<file path="config.mk">
export PLATFORM = sky130hd
export DESIGN_NAME = run_pattern_tx
export DESIGN_NICKNAME = d
export VERILOG_FILES = /design/src/rtl/run_pattern_tx.sv
export SDC_FILE = /design/constraint.sdc
export NUM_CORES = 1
export LEC_CHECK = 0
export ABC_AREA = 0
export BUFFER_PORTS_ARGS = -buffer_cell sky130_fd_sc_hd__buf_4
export CELL_PAD_IN_SITES_DETAIL_PLACEMENT = 0
export CELL_PAD_IN_SITES_GLOBAL_PLACEMENT = 1
export CORE_MARGIN = 2
export CORE_UTILIZATION = 35
export CTS_CLUSTER_SIZE = 12
export DETAILED_ROUTE_END_ITERATION = 10
export HOLD_SLACK_MARGIN = 0.12
export PLACE_DENSITY = 0.63
export REMOVE_ABC_BUFFERS = 1
export SKIP_LAST_GASP = 1
export SYNTH_ARGS = -nofsm -noshare
export SYNTH_HDL_FRONTEND = slang
export SYNTH_SLANG_ARGS = --single-unit
</file>
<file path="constraint.sdc">
create_clock -name clk -period 3.16 [get_ports clk]
set_input_delay 0.948 -clock clk [delete_from_list [all_inputs] [get_ports clk]]
set_output_delay 0.948 -clock clk [all_outputs]
set_load 0.005 [all_outputs]
</file>
<file path="src/rtl/run_pattern_tx.sv">
`default_nettype none
// ============================================================================
// Module   : run_pattern_tx
// Brief    : Serial stimulus generator. Emits bursts of run_len ones, each
//            closed by a single zero and followed by gap_len idle zeros,
//            repeated rep+1 times. exp_det flags the cycles in which a Mealy
//            zero detector fed by x_out must fire.
// Revision : 1.0 - initial release
// ============================================================================
module run_pattern_tx #(
  parameter int LEN_W = 4,
  parameter int REP_W = 3
) (
  input  logic             clk,
  input  logic             rstn,
  input  logic             start,
  input  logic             abort,
  input  logic [LEN_W-1:0] run_len,
  input  logic [LEN_W-1:0] gap_len,
  input  logic [REP_W-1:0] rep,
  output logic             x_out,
  output logic             exp_det,
  output logic             busy,
  output logic             done
);

  localparam logic [1:0] c_idle = 2'd0;
  localparam logic [1:0] c_ones = 2'd1;
  localparam logic [1:0] c_zero = 2'd2;
  localparam logic [1:0] c_gap  = 2'd3;

  localparam logic [LEN_W-1:0] c_len_zero = '0;
  localparam logic [LEN_W-1:0] c_len_one  = {{(LEN_W-1){1'b0}}, 1'b1};
  localparam logic [REP_W-1:0] c_rep_zero = '0;
  localparam logic [REP_W-1:0] c_rep_one  = {{(REP_W-1){1'b0}}, 1'b1};

  logic [1:0]       r_state, w_state_nxt;
  logic [LEN_W-1:0] r_cnt,   w_cnt_nxt;
  logic [REP_W-1:0] r_bcnt,  w_bcnt_nxt;
  logic [LEN_W-1:0] r_run,   w_run_nxt;
  logic [LEN_W-1:0] r_gap,   w_gap_nxt;
  logic             r_done,  w_done_nxt;

  // Burst boundary: the last zero of a burst, where we either start the
  // next burst or finish the sequence.
  logic w_burst_end;

  // State and datapath registers; reset forces the idle outputs at once.
  always_ff @(posedge clk or negedge rstn) begin
    if (!rstn) begin
      r_state <= c_idle;
      r_cnt   <= c_len_zero;
      r_bcnt  <= c_rep_zero;
      r_run   <= c_len_zero;
      r_gap   <= c_len_zero;
      r_done  <= 1'b0;
    end else begin
      r_state <= w_state_nxt;
      r_cnt   <= w_cnt_nxt;
      r_bcnt  <= w_bcnt_nxt;
      r_run   <= w_run_nxt;
      r_gap   <= w_gap_nxt;
      r_done  <= w_done_nxt;
    end
  end

  // Next-state and counter logic; abort overrides every transition.
  always_comb begin
    w_state_nxt = r_state;
    w_cnt_nxt   = r_cnt;
    w_bcnt_nxt  = r_bcnt;
    w_run_nxt   = r_run;
    w_gap_nxt   = r_gap;
    w_done_nxt  = 1'b0;
    w_burst_end = 1'b0;

    if (abort) begin
      w_state_nxt = c_idle;
      w_cnt_nxt   = c_len_zero;
      w_bcnt_nxt  = c_rep_zero;
    end else begin
      case (r_state)
        c_idle: begin
          // A zero run length would produce a malformed burst, so ignore it.
          if (start && (run_len != c_len_zero)) begin
            w_run_nxt   = run_len;
            w_gap_nxt   = gap_len;
            w_cnt_nxt   = run_len - c_len_one;
            w_bcnt_nxt  = rep;
            w_state_nxt = c_ones;
          end
        end
        c_ones: begin
          if (r_cnt == c_len_zero) begin
            w_state_nxt = c_zero;
          end else begin
            w_cnt_nxt = r_cnt - c_len_one;
          end
        end
        c_zero: begin
          if (r_gap != c_len_zero) begin
            w_cnt_nxt   = r_gap - c_len_one;
            w_state_nxt = c_gap;
          end else begin
            w_burst_end = 1'b1;
          end
        end
        c_gap: begin
          if (r_cnt != c_len_zero) begin
            w_cnt_nxt = r_cnt - c_len_one;
          end else begin
            w_burst_end = 1'b1;
          end
        end
        default: w_state_nxt = c_idle;
      endcase

      if (w_burst_end) begin
        if (r_bcnt != c_rep_zero) begin
          w_bcnt_nxt  = r_bcnt - c_rep_one;
          w_cnt_nxt   = r_run - c_len_one;
          w_state_nxt = c_ones;
        end else begin
          w_state_nxt = c_idle;
          w_done_nxt  = 1'b1;
        end
      end
    end
  end

  // Outputs decoded purely from registered state.
  always_comb begin
    x_out   = (r_state == c_ones);
    exp_det = (r_state == c_zero);
    busy    = (r_state != c_idle);
    done    = r_done;
  end

endmodule
`default_nettype wire

</file>
==> metrics.csv, run 1 <==
metric,value,unit
status,completed,
global placer's final weighted congestion,0.755,
crit path DAT,1590,ps
worst hold path depth,1,
total power after layout,1.31,mW
Worst path most repeated cell,sky130_fd_sc_hd__inv_1,
synth-to-layout area growth,17.9,%
maximum number of pins on one net before global-route repair,19,
post-route antenna net violation count,0,
sequential cell area,450,um2
Post-synth EDFFs,0,
largest stage delay on the critical path,430,ps
setup fix buffers added after clock tree synthesis,0,
count of cell types in the netlist,41,
mean cell area of the mapped netlist,9.04,um2
cell with the largest stage delay on the worst path,sky130_fd_sc_hd__dfrtp_1,
area of all placed cells without fillers,0.00158,mm2
number of warnings issued by yosys,0,
cells on worst reg2reg path,7,
portion of synthesized cell area occupied by the leading cell type,33.7,%
number of I/O port buffers,18,
cell type with the highest aggregate area in the netlist,sky130_fd_sc_hd__dfrtp_1,
NumNets Final,196,
top cells by area in the synthesized netlist,"sky130_fd_sc_hd__dfrtp_1 (34%), sky130_fd_sc_hd__ha_1 (12%), sky130_fd_sc_hd__inv_1 (4.2%)",
number of synthesized register bits,18,
maximum clock frequency,394,MHz
area of the multi-input gates,812,um2
number of vias after detailed routing,1116,
vias in the first global route,1107,
Placement Rows,22,
CP top delay family,buffers and inverters,
insertion delay of the later-clocked pin in the worst-skew pair,250,ps
most frequent cell after synthesis,sky130_fd_sc_hd__dfrtp_1,
Gate Count Post-Synth,148,
horizontal extent of the die,65.8,um
power density of the placed cells,832,mW/mm2
top flip-flop cell by instance count after synthesis,sky130_fd_sc_hd__dfrtp_1,
final period demand of the worst path,2530,ps
Area after DPL,0.00152,mm2
Worst Skew,1.62,ps
final number of max-transition violations,0,
number of fillers in the final layout,388,
detailed-route wire length,3040,um
actual slew at the worst max-slew pin,429,ps
synthesized cell area,0.00134,mm2
number of clock buffers inserted by TritonCTS,3,
via-per-instance ratio,5.19,
P_leak,0.699,nW
Core Area,0.00366,mm2
maxcap violations,0,
total global routing track utilization,15.6,%
initial antenna violation count,0,
TritonCTS clock tree,done,
maximum buffer depth of the clock tree,2,
r2r setup slk,970,ps
headroom to the max-slew limit,71.4,%
cell-by-cell trace of the critical path,inv_1 -> ha_1 -> inv_1 -> buf_4,
worst min-delay path endpoint,r_bcnt[0]$_DFF_PN0_,
# clock sinks,18,
starting utilization of the core area,36.5,%
first-pass iteration count of the detailed router,4,
Die H,65.8,um
RSZ-0062 raised after global routing,no,
first-pass GRT wire length,5120,um
total gr overflow,0,
worst r2r dst,r_cnt[1]$_DFF_PN0_,
antenna cell count,0,
min-delay worst type,reg -> reg,
most used standard cells in the synthesized netlist,"sky130_fd_sc_hd__dfrtp_1 (18), sky130_fd_sc_hd__inv_1 (15), sky130_fd_sc_hd__nand2_1 (14)",
violation count after the first detailed-routing iteration,41,
startpoint of the worst-slack reg-to-reg timing path,r_state[0]$_DFFE_PN0P_,
Post-DP HPWL,2370,um
DRC errors left,0,
area of the die,0.00433,mm2
CP bufs+invs,3,
path type of the worst setup path,reg -> out,
HP Start,r_bcnt[0]$_DFF_PN0_,
peak supply drop,0.297,mV
Final TNS setup,0,ps
CP max FO,10,
fraction of layout cells with a size suffix above 1,21.0,%
CTS HTree Levels,1,
ports placed on the boundary,19,
critical path endpoint category,primary output,
startpoint class of the critical path,flip-flop,
Worst EP required,2210,ps
number of hold-slack violations in the final timing report,0,
CTS-repair resized insts,0,
clock transition at the registers of the reported paths,70,ps
Clk Tree Root Cell,sky130_fd_sc_hd__clkbuf_8,
final core utilization,43.1,%
CTS hold repair buffers,0,
fin crit share,80.2,%
async set or reset register ratio after synthesis,100,%
setup violation total in the final timing report,0,
average wire per cell in the routed design,14.1,um
sequential cell area fraction in the yosys report,33.7,%
-- state kept, by name, indices dropped and copies added, names as in the netlist --
signal / cells
r_run: 4
done: 1
r_gap: 4
r_cnt: 4
r_bcnt: 3
r_state: 2
-- layout by cell type, fill, tap and decap left out, drive strengths merged, types with 3 or more instances in the layout --
cell type	synthesis	final
xnor2	5	5
mux2	7	7
nand2	14	14
inv	15	15
o21ai	7	7
dfrtp	18	18
nor2	10	10
ha	13	13
buf	3	19
a21oi	7	7
o211ai	6	6
o31ai	3	3
nor3	6	6
clkbuf	1	4
a211oi	3	3
-- cell families (layout without fill, tap and decap cells) --
group           count (synthesis)  in the layout  synth area share (%)
compound gates                 35             35                  18.1
xor+xnor                        6              6                  3.93
fa+ha+maj                      13             13                  12.2
buf+inv                        19             38                  5.61
flops                          18             18                  33.7
mux                             9              9                  7.39
simple gates                   48             48                  19.1
-- layout make-up --
cell class,instances,share of cell area [%]
repair buffers,19,9.05
flip-flops and latches,18,28.6
clock buffers,4,3.49
multi-input cells,111,51.5
well taps,48,3.81
inverters,15,3.57
-- metrics by stage --
step,std cells,hold WS (ps),setup WS (ps)
3_5_place_dp,211,490,664
2_1_floorplan,144,443,360
5_1_grt,215,528,535
3_3_place_gp,211,480,757
6_report,215,492,625
4_1_cts,215,503,654
-- power by group --
group	switching, mW	internal (mW)	total (mW)
Sequential	0.110	0.319	0.429
Combinational	0.359	0.337	0.696
Clock	0.0761	0.111	0.187
Total	0.545	0.766	1.31
-- worst max path at each step --
stage,from,to,slack [ps],depth (start not counted)
finish,r_state[0]$_DFFE_PN0P_,busy,630,4
global route,r_state[0]$_DFFE_PN0P_,busy,530,4
CTS,r_state[0]$_DFFE_PN0P_,busy,650,4
detailed placement,run_len[0],r_gap[3]$_DFFE_PN0P_,660,7
global placement,run_len[0],r_state[1]$_DFFE_PN0P_,760,9
floorplan,run_len[0],r_gap[2]$_DFFE_PN0P_,360,6
-- per-layer routing --
layer	GRT usage [%]	share of wire, %
met2	27.8	50
met3	3.58	2.5
met5	0	0
met4	3.13	0.76
met1	19.1	46
No activity file was read; power rests on OpenSTA's default activity.
==> inputs of run 2 (changes only) <==
==> constraint.sdc (replaced) <==
create_clock -name clk -period 2.4 [get_ports clk]
set_input_delay 0.72 -clock clk [delete_from_list [all_inputs] [get_ports clk]]
set_output_delay 0.72 -clock clk [all_outputs]
set_load 0.005 [all_outputs]
==> metrics.csv, run 2 (synthesized netlist as in run 1, its figures left out) <==
metric,value,unit,change
status,completed,,
maximum clock frequency,493,MHz,
peak supply drop,0.463,mV,+56%
synth-to-layout area growth,19.0,%,
Post-DP HPWL,2460,um,+3.4%
number of clock buffers inserted by TritonCTS,3,,unchanged
insertion delay of the later-clocked pin in the worst-skew pair,260,ps,about the same
area of the multi-input gates,812,um2,unchanged
cell with the largest stage delay on the worst path,sky130_fd_sc_hd__dfrtp_1,,
Top Registers,"r_cnt x4, r_gap x4, r_run x4",,
critical path endpoint category,flip-flop,,
first-pass iteration count of the detailed router,4,,unchanged
Clk Tree Root Cell,sky130_fd_sc_hd__clkbuf_8,,
number of I/O port buffers,18,,unchanged
CP max FO,9,,-1
power density of the placed cells,1100,mW/mm2,+32%
number of hold-slack violations in the final timing report,0,,unchanged
violation count after the first detailed-routing iteration,43,,+4.9%
CP bufs+invs,1,,-2
sequential cell area,450,um2,unchanged
RSZ-0062 raised after global routing,no,,
final period demand of the worst path,2030,ps,
Worst Skew,5.76,ps,+4.13 ps
min-delay worst type,in -> async,,
Core Area,0.00366,mm2,unchanged
antenna cell count,0,,unchanged
startpoint class of the critical path,flip-flop,,
setup fix buffers added after clock tree synthesis,0,,unchanged
first-pass GRT wire length,5400,um,+5.4%
horizontal extent of the die,65.8,um,unchanged
Placement Rows,22,,unchanged
"count of placed standard cells in the final layout, fillers left out",217,,+0.93%
# clock sinks,18,,unchanged
global placer's final weighted congestion,0.749,,-0.82%
ports placed on the boundary,19,,unchanged
CP top delay family,compound AO/OA/AOI/OAI gates,,
total gr overflow,0,,unchanged
headroom to the max-slew limit,71.3,%,-0.11 points
total placed cells including tap cells,213,,+0.95%
path type of the worst setup path,reg -> reg,,
detailed-route wire length,3100,um,+1.8%
DRC errors left,0,,unchanged
maxcap violations,0,,unchanged
P_leak,0.709,nW,+1.4%
maximum buffer depth of the clock tree,2,,unchanged
largest stage delay on the critical path,430,ps,about the same
area of all placed cells without fillers,0.00159,mm2,+0.95%
total power after layout,1.74,mW,+33%
CTS-repair resized insts,0,,unchanged
crit path DAT,2170,ps,+580 ps
total global routing track utilization,16.4,%,+0.77 points
fraction of layout cells with a size suffix above 1,21.9,%,+0.94 points
number of vias after detailed routing,1150,,+3.0%
fin crit share,84.5,%,
CTS hold repair buffers,0,,unchanged
minimum hold slack,322,ps,-170 ps
TritonCTS clock tree,done,,
Area after DPL,0.00154,mm2,+0.99%
"leading cell type in the layout, fill and taps excluded",sky130_fd_sc_hd__buf_4,,
initial antenna violation count,0,,unchanged
Die H,65.8,um,unchanged
number of fillers in the final layout,390,,+0.52%
average wire per cell in the routed design,14.3,um,+0.87%
via-per-instance ratio,5.30,,+2.1%
setup violation total in the final timing report,0,,unchanged
vias in the first global route,1186,,+7.1%
area of the die,0.00433,mm2,unchanged
post-route antenna net violation count,0,,unchanged
starting utilization of the core area,36.5,%,unchanged
NumNets Final,198,,+1.0%
Worst EP required,2550,ps,+340 ps
cell-by-cell trace of the critical path,inv_1 -> ha_1 -> and4bb_2 -> nor2_2 -> a21oi_2 -> nor2_1 -> a32o_1,,
actual slew at the worst max-slew pin,431,ps,+1.72 ps
final number of max-transition violations,0,,unchanged
maximum number of pins on one net before global-route repair,19,,unchanged
highest-count cells in the layout ignoring fill and taps,"sky130_fd_sc_hd__buf_4 (21), sky130_fd_sc_hd__dfrtp_1 (18), sky130_fd_sc_hd__inv_1 (15)",,
final core utilization,43.5,%,+0.41 points
clock transition at the registers of the reported paths,70,ps,about the same
CTS HTree Levels,1,,unchanged
run 2: cell types whose count changed in the layout (fill, tap and decap cells not counted), sizes merged:
cell	delta
buf	+2
run 2: area by class of cell:
type	count	share of cell area [%]
Clock buffer	4	3.46
Inverter	15	3.54
Multi-Input combinational cell	111	51.0
Sequential cell	18	28.3
Tap cell	48	3.77
Timing Repair Buffer	21	9.91
run 2: final timing paths:
| kind | startpoint | endpoint | slack [ps] | depth (start not counted) |
|---|---|---|---|---|
| max | r_gap[0]$_DFFE_PN0P_ | r_cnt[1]$_DFF_PN0_ | 370 | 7 |
| min | rstn | r_state[1]$_DFFE_PN0P_ | 320 | 1 |
| max reg2reg | r_gap[0]$_DFFE_PN0P_ | r_cnt[1]$_DFF_PN0_ | 370 | 7 |
| min reg2reg | r_bcnt[0]$_DFF_PN0_ | r_bcnt[0]$_DFF_PN0_ | 500 | 1 |
| max in group asynchronous | rstn | r_cnt[1]$_DFF_PN0_ | 1860 | 1 |
| min in group clk | r_bcnt[0]$_DFF_PN0_ | r_bcnt[0]$_DFF_PN0_ | 500 | 1 |
run 2: worst reg2reg max path, stage by stage, from the launching register on:
cell and delay, ps:
sky130_fd_sc_hd__dfrtp_1 430, sky130_fd_sc_hd__inv_1 100, sky130_fd_sc_hd__ha_1 230, sky130_fd_sc_hd__and4bb_2 310, sky130_fd_sc_hd__nor2_2 80, sky130_fd_sc_hd__a21oi_2 350, sky130_fd_sc_hd__nor2_1 150, sky130_fd_sc_hd__a32o_1 280
run 2: metrics by stage:
stage	setup TNS, ps	setup WS (ps)
2_1_floorplan	-999	-172
3_3_place_gp	0	239
3_5_place_dp	0	139
5_1_grt	0	212
4_1_cts	0	360
6_report	0	372
run 2: per-layer routing:
| layer | vias up | global-route usage [%] | routed length (um) |
|---|---|---|---|
| li1 | 568 | - | - |
| met1 | 558 | 19.3 | 1320 |
| met2 | 20 | 29.9 | 1640 |
| met3 | 4 | 3.58 | 113 |
| met4 | 0 | 3.91 | 28 |
| met5 | - | 0 | 0 |
run 2: power breakdown:
group / leakage [nW] / total (mW) / switching [mW] / internal (mW)
combinational: 0.451 / 0.926 / 0.463 / 0.463
sequential: 0.229 / 0.563 / 0.143 / 0.419
clock: 0.0288 / 0.255 / 0.109 / 0.146
total: 0.709 / 1.74 / 0.715 / 1.03
